## src/rtl/cnn_layer_accel_job_pkg.sv

```systemverilog
// Shared types and descriptor layout for the CNN layer accelerator job controller.
package cnn_layer_accel_job_pkg;

  localparam int unsigned JOB_DESC_W  = 128;
  localparam int unsigned JOB_COUNT_W = 16;

  localparam int unsigned KS_LSB   = 0;
  localparam int unsigned KS_W     = 5;
  localparam int unsigned ST_LSB   = 5;
  localparam int unsigned ST_W     = 7;
  localparam int unsigned PD_LSB   = 12;
  localparam int unsigned PD_W     = 5;
  localparam int unsigned UP_LSB   = 17;
  localparam int unsigned NK_LSB   = 18;
  localparam int unsigned NK_W     = 7;
  localparam int unsigned ROWS_LSB = 25;
  localparam int unsigned ROWS_W   = 10;
  localparam int unsigned COLS_LSB = 35;
  localparam int unsigned COLS_W   = 10;
  localparam int unsigned DESC_USED_W = COLS_LSB + COLS_W;

  typedef enum logic [2:0] {
    ST_IDLE,
    ST_ACCEPT,
    ST_FETCH_REQ,
    ST_FETCH_WAIT,
    ST_EXEC,
    ST_EXEC_WAIT,
    ST_COMPLETE
  } job_state_e;

endpackage

```

## src/rtl/cnn_layer_accel_job_decode.sv

```systemverilog
// Combinational descriptor field extraction and kernel/stride validity check.
module cnn_layer_accel_job_decode
  import cnn_layer_accel_job_pkg::*;
(
  input  logic [JOB_DESC_W-1:0] job_parameters,
  output logic [KS_W-1:0]       kernel_size,
  output logic [ST_W-1:0]       stride,
  output logic [PD_W-1:0]       padding,
  output logic                  upsample,
  output logic [NK_W-1:0]       num_kernel,
  output logic [ROWS_W-1:0]     num_output_rows,
  output logic [COLS_W-1:0]     num_output_cols,
  output logic                  params_valid
);

  // Reserved upper descriptor bits are deliberately ignored.
  logic unused_reserved;
  assign unused_reserved = ^job_parameters[JOB_DESC_W-1:DESC_USED_W];

  assign kernel_size     = job_parameters[KS_LSB +: KS_W];
  assign stride          = job_parameters[ST_LSB +: ST_W];
  assign padding         = job_parameters[PD_LSB +: PD_W];
  assign upsample        = job_parameters[UP_LSB];
  assign num_kernel      = job_parameters[NK_LSB +: NK_W];
  assign num_output_rows = job_parameters[ROWS_LSB +: ROWS_W];
  assign num_output_cols = job_parameters[COLS_LSB +: COLS_W];

  assign params_valid = (kernel_size != '0) && (stride != '0);

endmodule

```

## src/rtl/cnn_layer_accel_job_ctrl.sv

```systemverilog
// Job-level sequencer: accept descriptor, fetch data, run datapath, report completion.
module cnn_layer_accel_job_ctrl
  import cnn_layer_accel_job_pkg::*;
(
  input  logic                   clk_if,
  input  logic                   rst,
  input  logic                   job_start,
  output logic                   job_accept,
  input  logic [JOB_DESC_W-1:0]  job_parameters,
  output logic                   job_fetch_request,
  input  logic                   job_fetch_ack,
  input  logic                   job_fetch_complete,
  output logic                   job_complete,
  input  logic                   job_complete_ack,
  output logic                   exec_start,
  input  logic                   exec_done,
  output logic [KS_W-1:0]        kernel_size_cfg,
  output logic [ST_W-1:0]        stride_cfg,
  output logic [PD_W-1:0]        padding_cfg,
  output logic                   upsample_cfg,
  output logic [NK_W-1:0]        num_kernel_cfg,
  output logic [ROWS_W-1:0]      num_output_rows_cfg,
  output logic [COLS_W-1:0]      num_output_cols_cfg,
  output logic                   job_busy,
  output logic                   job_error,
  output logic [JOB_COUNT_W-1:0] job_count
);

  job_state_e state_q, state_d;

  logic [KS_W-1:0]   dec_kernel_size;
  logic [ST_W-1:0]   dec_stride;
  logic [PD_W-1:0]   dec_padding;
  logic              dec_upsample;
  logic [NK_W-1:0]   dec_num_kernel;
  logic [ROWS_W-1:0] dec_rows;
  logic [COLS_W-1:0] dec_cols;
  logic              dec_valid;
  logic              job_valid_q;

  cnn_layer_accel_job_decode u_decode (
    .job_parameters  (job_parameters),
    .kernel_size     (dec_kernel_size),
    .stride          (dec_stride),
    .padding         (dec_padding),
    .upsample        (dec_upsample),
    .num_kernel      (dec_num_kernel),
    .num_output_rows (dec_rows),
    .num_output_cols (dec_cols),
    .params_valid    (dec_valid)
  );

  always_ff @(posedge clk_if) begin
    if (rst) begin
      state_q             <= ST_IDLE;
      kernel_size_cfg     <= '0;
      stride_cfg          <= '0;
      padding_cfg         <= '0;
      upsample_cfg        <= 1'b0;
      num_kernel_cfg      <= '0;
      num_output_rows_cfg <= '0;
      num_output_cols_cfg <= '0;
      job_valid_q         <= 1'b0;
      job_error           <= 1'b0;
      job_count           <= '0;
    end else begin
      state_q <= state_d;
      // Validity is captured with the fields so the ACCEPT decision uses the accepted job.
      if (state_q == ST_IDLE && job_start) begin
        kernel_size_cfg     <= dec_kernel_size;
        stride_cfg          <= dec_stride;
        padding_cfg         <= dec_padding;
        upsample_cfg        <= dec_upsample;
        num_kernel_cfg      <= dec_num_kernel;
        num_output_rows_cfg <= dec_rows;
        num_output_cols_cfg <= dec_cols;
        job_valid_q         <= dec_valid;
      end
      if (state_q == ST_ACCEPT) begin
        job_error <= !job_valid_q;
      end
      if (state_q == ST_COMPLETE && job_complete_ack) begin
        job_count <= job_count + JOB_COUNT_W'(1);
      end
    end
  end

  always_comb begin
    state_d           = state_q;
    job_accept        = 1'b0;
    job_fetch_request = 1'b0;
    exec_start        = 1'b0;
    job_complete      = 1'b0;
    job_busy          = (state_q != ST_IDLE);
    case (state_q)
      ST_IDLE: begin
        if (job_start) state_d = ST_ACCEPT;
      end
      ST_ACCEPT: begin
        job_accept = 1'b1;
        state_d    = job_valid_q ? ST_FETCH_REQ : ST_COMPLETE;
      end
      ST_FETCH_REQ: begin
        job_fetch_request = 1'b1;
        if (job_fetch_ack) begin
          state_d = job_fetch_complete ? ST_EXEC : ST_FETCH_WAIT;
        end
      end
      ST_FETCH_WAIT: begin
        if (job_fetch_complete) state_d = ST_EXEC;
      end
      ST_EXEC: begin
        exec_start = 1'b1;
        state_d    = ST_EXEC_WAIT;
      end
      ST_EXEC_WAIT: begin
        if (exec_done) state_d = ST_COMPLETE;
      end
      ST_COMPLETE: begin
        job_complete = 1'b1;
        if (job_complete_ack) state_d = ST_IDLE;
      end
      default: state_d = ST_IDLE;
    endcase
  end

endmodule

```

## config.mk

```make
export PLATFORM = sky130hd
export DESIGN_NAME = cnn_layer_accel_job_ctrl
export DESIGN_NICKNAME = d
export VERILOG_FILES = /design/src/rtl/cnn_layer_accel_job_pkg.sv /design/src/rtl/cnn_layer_accel_job_decode.sv /design/src/rtl/cnn_layer_accel_job_ctrl.sv
export SDC_FILE = /design/constraint.sdc
export NUM_CORES = 1
export LEC_CHECK = 0
export BUFFER_PORTS_ARGS = -buffer_cell sky130_fd_sc_hd__buf_4
export CORE_UTILIZATION = 30
export DETAILED_ROUTE_END_ITERATION = 12
export GPL_ROUTABILITY_DRIVEN = 0
export GPL_TIMING_DRIVEN = 1
export HOLD_SLACK_MARGIN = 0.12
export MAX_ROUTING_LAYER = met4
export SETUP_SLACK_MARGIN = 0.4
export SLEW_MARGIN = 20
export SYNTH_ARGS = -nofsm -noshare
export SYNTH_HDL_FRONTEND = slang
export SYNTH_SLANG_ARGS = --single-unit
```

## constraint.sdc

```tcl
create_clock -name clk_if -period 2.5 [get_ports clk_if]
set_input_delay 0.25 -clock clk_if [delete_from_list [all_inputs] [get_ports clk_if]]
set_output_delay 0.25 -clock clk_if [all_outputs]
set_load 0.1 [all_outputs]
```

* Word level (Yosys, flattened, before mapping)
Index checks and enable logic that the tools add are counted.
** Word-level totals
- Output and inout bits :: 67
- Flip-flop bits (word level) :: 66
- Logic and storage cells :: 44
- Input bits :: 135
** Cells by class
- Mux-type cells :: 12
- Reduce and logical (&&, ||, !) cells :: 9
- $add $sub $neg :: 1
- Equality and inequality tests :: 11
** Operators with widths (count)
- two-way mux 3 bit :: 7
- case mux 3 bit (7 select lines) :: 1
- adder 16 x 1 -> 16 bit, second input constant :: 1
- inequality test 2 bit, second input constant :: 5
- equality test 3 bit, second input constant :: 3
- nonzero test 7 bit :: 1
- equality test 3 x 2 -> 1 bit, second input constant :: 2
- AND reduction 5 bit :: 1
- nonzero test 5 bit :: 1
- two-way mux 1 bit :: 4
- equality test 3 x 1 -> 1 bit, second input constant :: 1
- logical AND 1 bit :: 3
- logical NOT 3 bit :: 1
- nonzero test 3 bit :: 1
- logical NOT 1 bit :: 1

* Logic depth before layout (Yosys ltp)
- Word-level depth :: 3
- Depth in mapped cells :: 7
- Depth with buffers taken out :: 5

* Cells and area by module
A second synthesis with hierarchy kept.
** Second synthesis, totals
- Cells, all modules :: 369
- Area total of the unflattened synthesis :: 2979.1 sq um
** Modules (own cells, without submodules)
- cnn_layer_accel_job_ctrl :: area an instance 2607.5 sq um, cells each 319, instances 1, sequential area each 1321.3 sq um
- cnn_layer_accel_job_decode :: area an instance 371.6 sq um, cells each 50, instances 1, sequential area each 0.0 sq um

* Worst setup path after synthesis
No wires, ideal clock.
- Path type :: register to output
- Start point :: register state_q[1]
- End point :: output job_fetch_request
- Path buffers :: 2
- Required time :: 2250 ps
- Slack :: -674 ps
- Arrival :: 2924 ps
- Stages on the path, launching flop included :: 4
- Cells stage by stage :: dfxtp_1 buf_6 clkbuf_1 nor3b_1
** On the way
- Cells in the longest elaborated chain, start to end :: 2
** Ends and longest elaborated chain
- start: declaration :: line cnn_layer_accel_job_ctrl.sv:29 : job_state_e state_q, state_d;
- start signal: assignment :: line cnn_layer_accel_job_ctrl.sv:67 : state_q <= state_d;
- equality test 3 x 2 -> 1 bit :: line cnn_layer_accel_job_ctrl.sv:95 : case (state_q)
- two-way mux 1 bit :: line cnn_layer_accel_job_ctrl.sv:95
- end: declaration :: line cnn_layer_accel_job_ctrl.sv:10 : output logic job_fetch_request,
No other way between the ends.

* Worst setup path after layout
- Start point :: register state_q[2]
- End point :: output job_complete
** On the way
- Cells in the longest elaborated chain, start to end :: 2
** Ends and longest elaborated chain
- equality test 3 bit :: line cnn_layer_accel_job_ctrl.sv:95
- two-way mux 1 bit :: line cnn_layer_accel_job_ctrl.sv:95
- end: declaration :: line cnn_layer_accel_job_ctrl.sv:13 : output logic job_complete,
No other way between the ends.

==> results.md <==
* GRT Max-Usage Layer: met2
* Fin. Hold Viols at 0
* Net Count, Synth at 464
* Core box area at 9200 µm²
* Sw power at 1520 µW
* Post-Synth Simple-Gate Area at 28.2%
* Clock Latency Late Sink at 0.34 ns
* Drt total wl at 6870 µm
* Post-synthesis sequential area ratio at 46.8%
* Crit start category: flop
* Die area at 9800 µm²
* Post-synthesis adder-cell area fraction at 0.443%
* Gate power share at 36.8%
* Clock Power Share at 28.3%
* FFs w/ async S/R, synth at 0%
* IO Pins at 202
* Flop pwr share at 34.8%
* CP endpoint kind: primary output
* Grt met1 use at 18.8%
* Xor and xnor area share after synthesis at 3.10%
* Syn-to-layout area delta at 42.4%
* Worst hold path class: in -> reg
* Pwr Density at 885 nW/µm²
* Chip height at 99.0 µm
* CP arrival at 1.69 ns
* Setup repair bufs after CTS at 0
* Compound-Gate Fraction of Synth Area at 13.7%
* Max-cap viol count at 0
* Die X at 99.0 µm
* Post-synthesis cell count at 328
* Count of clock tree sinks at 66
* DRC violations left at 0
* Maximum vdd drop at 0.424 mV
* Clk root buf: clkbuf_8
* Mapped Avg Cell Area at 8.61 µm²
* CTS buffer count at 9
* Final setup violating endpoints at 0
* First-pass GRT wire length at 11200 µm
* Initial DRC count at 94
* Pre-CTS setup slack at 0.628 ns
* Starting Density at 30.7%
* Largest family of logic cells by synthesized area: simple AND/OR/NAND/NOR gates
* GR Util met3 at 4.54%
* Ys flop type: dfxtp_1
* Post-DRT Antenna Nets at 0
* Fin crit share at 77.7%
* FP Rows at 35
* Setup TNS at 0 ns
* Max Root-Sink Buffers at 2
* P_int at 2040 µW
* Via-per-instance ratio at 4.58
* Worst-path clk slew at 0.08 ns
* Cell variety after synth at 45
* Slew Limit Fails at 0
* CP Class: reg -> out
* Post-synthesis mux area share at 1.24%
* EDFF count, synth at 0
* Leak at 0.00171 µW
* 1st-pass router iterations at 4
* Clock Skews at 0.00974 ns
* GRT overflow at 0
* DR WL/cell at 12.3 µm
* Met2 Use GR at 22.6%
* CP required at 2.25 ns
* Layout cell share with drive strength beyond 1 at 39.1%
* H-tree depth at 3
* DR vias at 2563
* Antenna Cells at 0
* Status: finished, final reports clean
* Max_slew headroom at 55.9%
* FF+latch count, synth at 66
* Total GRT Usage at 14.9%
* Worst Slack Setup Final at 0.557 ns
* Mapped cell area at 2820 µm²
* Number of global-route vias before repair at 2413
* Final min period at 1.94 ns
* Nets at 579
* Slew @ Worst Pin at 0.661 ns
* Fmax at 515 MHz
* Synth warnings at 0
* Initial antenna violation count at 0
* Switching Fraction at 42.8%
* # port buffers at 118
* RSZ-0062 raised after global routing: false
* Crit Path Max Fanout at 13
* TritonCTS clock tree: yes
* Post-detail-place hpwl at 4680 µm
* Fillers at 930
* Largest net degree at the start of global routing at 47
==> sequential cells by signal, indices dropped and copies added, names as in the netlist <==
name	count
num_output_rows_cfg	10
padding_cfg	5
upsample_cfg	1
num_kernel_cfg	7
job_error	1
job_count	16
job_valid_q	1
stride_cfg	7
kernel_size_cfg	5
num_output_cols_cfg	10
state_q	3
==> logic make-up after synthesis <==
family	count (synthesis)
AND/OR/NAND/NOR	156
buffers and inverters	28
adder cells (fa/ha/maj)	1
flip-flops	66
AO/OA/AOI/OAI	64
XOR/XNOR	10
multiplexers	3
==> worst max-delay path: stages (launching register included) <==
cell and delay [ns]:
dfxtp_1 0.75, nand3b_4 0.18, inv_1 0.13, buf_4 0.30
==> power by group through the flow <==
stage / sequential, µW / combinational [µW] / clock [µW]
global route: 1260 / 1380 / 1100
CTS: 1240 / 1320 / 1050
global placement: 1260 / 1320 / 0
finish: 1240 / 1310 / 1010
detailed placement: 1260 / 1320 / 0
floorplan: 1830 / 486 / 0
==> cells in the final DEF, fill, tap and decap left out, types with 3 or more instances in the layout <==
master,synthesis,final
clkbuf_8,0,9
dfxtp_1,66,57
a21oi_2,10,10
inv_1,8,8
dfxtp_2,0,9
nand2b_1,3,3
a21oi_1,42,42
nor3_1,4,4
nor2_1,21,21
buf_4,1,120
xnor2_1,8,8
nor4_1,4,4
nand2_1,96,96
nand3_1,8,8
==> layer usage <==
layer	up-vias	wire length, µm
met3	4	409
met2	81	3160
met5	-	0
met4	0	46
li1	1324	-
met1	1154	3250
==> what timing repair did <==
action	CTS	global route
setup endpoints to repair	0	1
hold buffers	0	2
hold endpoints to repair	0	2
gates resized for setup	0	1
==> stage by stage <==
step / util (%) / hold WS, ns / instances / area [µm²] / total power [µW]
6_report: 43.7 / 0.146 / 559 / 4020 / 3560
2_1_floorplan: - / 0.386 / 328 / 2850 / 2320
3_5_place_dp: 41.0 / 0.447 / 541 / 3770 / 2580
3_3_place_gp: 41.0 / 0.443 / 541 / 3770 / 2570
4_1_cts: 43.5 / 0.125 / 557 / 4000 / 3620
5_1_grt: 43.7 / 0.122 / 559 / 4020 / 3730
==> cell usage after synthesis, types with 2 or more instances <==
master    count  area share [%]
dfxtp_1      66              47
a31o_2        2            0.62
xnor2_1       8             2.5
clkbuf_1      6            0.80
buf_6        10             4.0
a21oi_1      42             7.4
or3_1         2            0.44
nand2_1      96              13
a21oi_2      10             3.1
a21o_1        2            0.53
buf_1         2            0.27
nand2b_1      3            0.66
nor3_1        4            0.71
inv_1         8             1.1
nand3_1       8             1.4
xor2_1        2            0.62
mux2i_1       2            0.71
nor3b_1       2            0.53
nor4_1        4            0.89
o211ai_1      2            0.53
nor4_2        2            0.89
nor3_2        2            0.71
nor2_1       21             2.8
==> path summary, 6_finish.rpt <==
path	to	depth (start not counted)	start	slack, ns
min reg2reg	num_output_cols_cfg[0]$_SDFFE_PP0P_	2	num_output_cols_cfg[0]$_SDFFE_PP0P_	0.45
min	padding_cfg[1]$_SDFFE_PP0P_	3	job_parameters[13]	0.15
max	job_complete	3	state_q[2]$_SDFFE_PP0P_	0.56
max reg2reg	job_count[15]$_SDFFE_PP0P_	4	state_q[2]$_SDFFE_PP0P_	0.68
==> cell type report <==
| cell class | count | area (µm²) | area share, % |
|---|---|---|---|
| clock buffer | 9 | 124 | 3.08 |
| clock inverter | 7 | 101 | 2.52 |
| inverter | 8 | 30.0 | 0.747 |
| multi-input combinational | 234 | 1330 | 33.2 |
| sequential | 66 | 1330 | 33.1 |
| tap | 111 | 139 | 3.45 |
| timing repair buffer | 124 | 961 | 23.9 |
(Power assumes the default switching activity.)
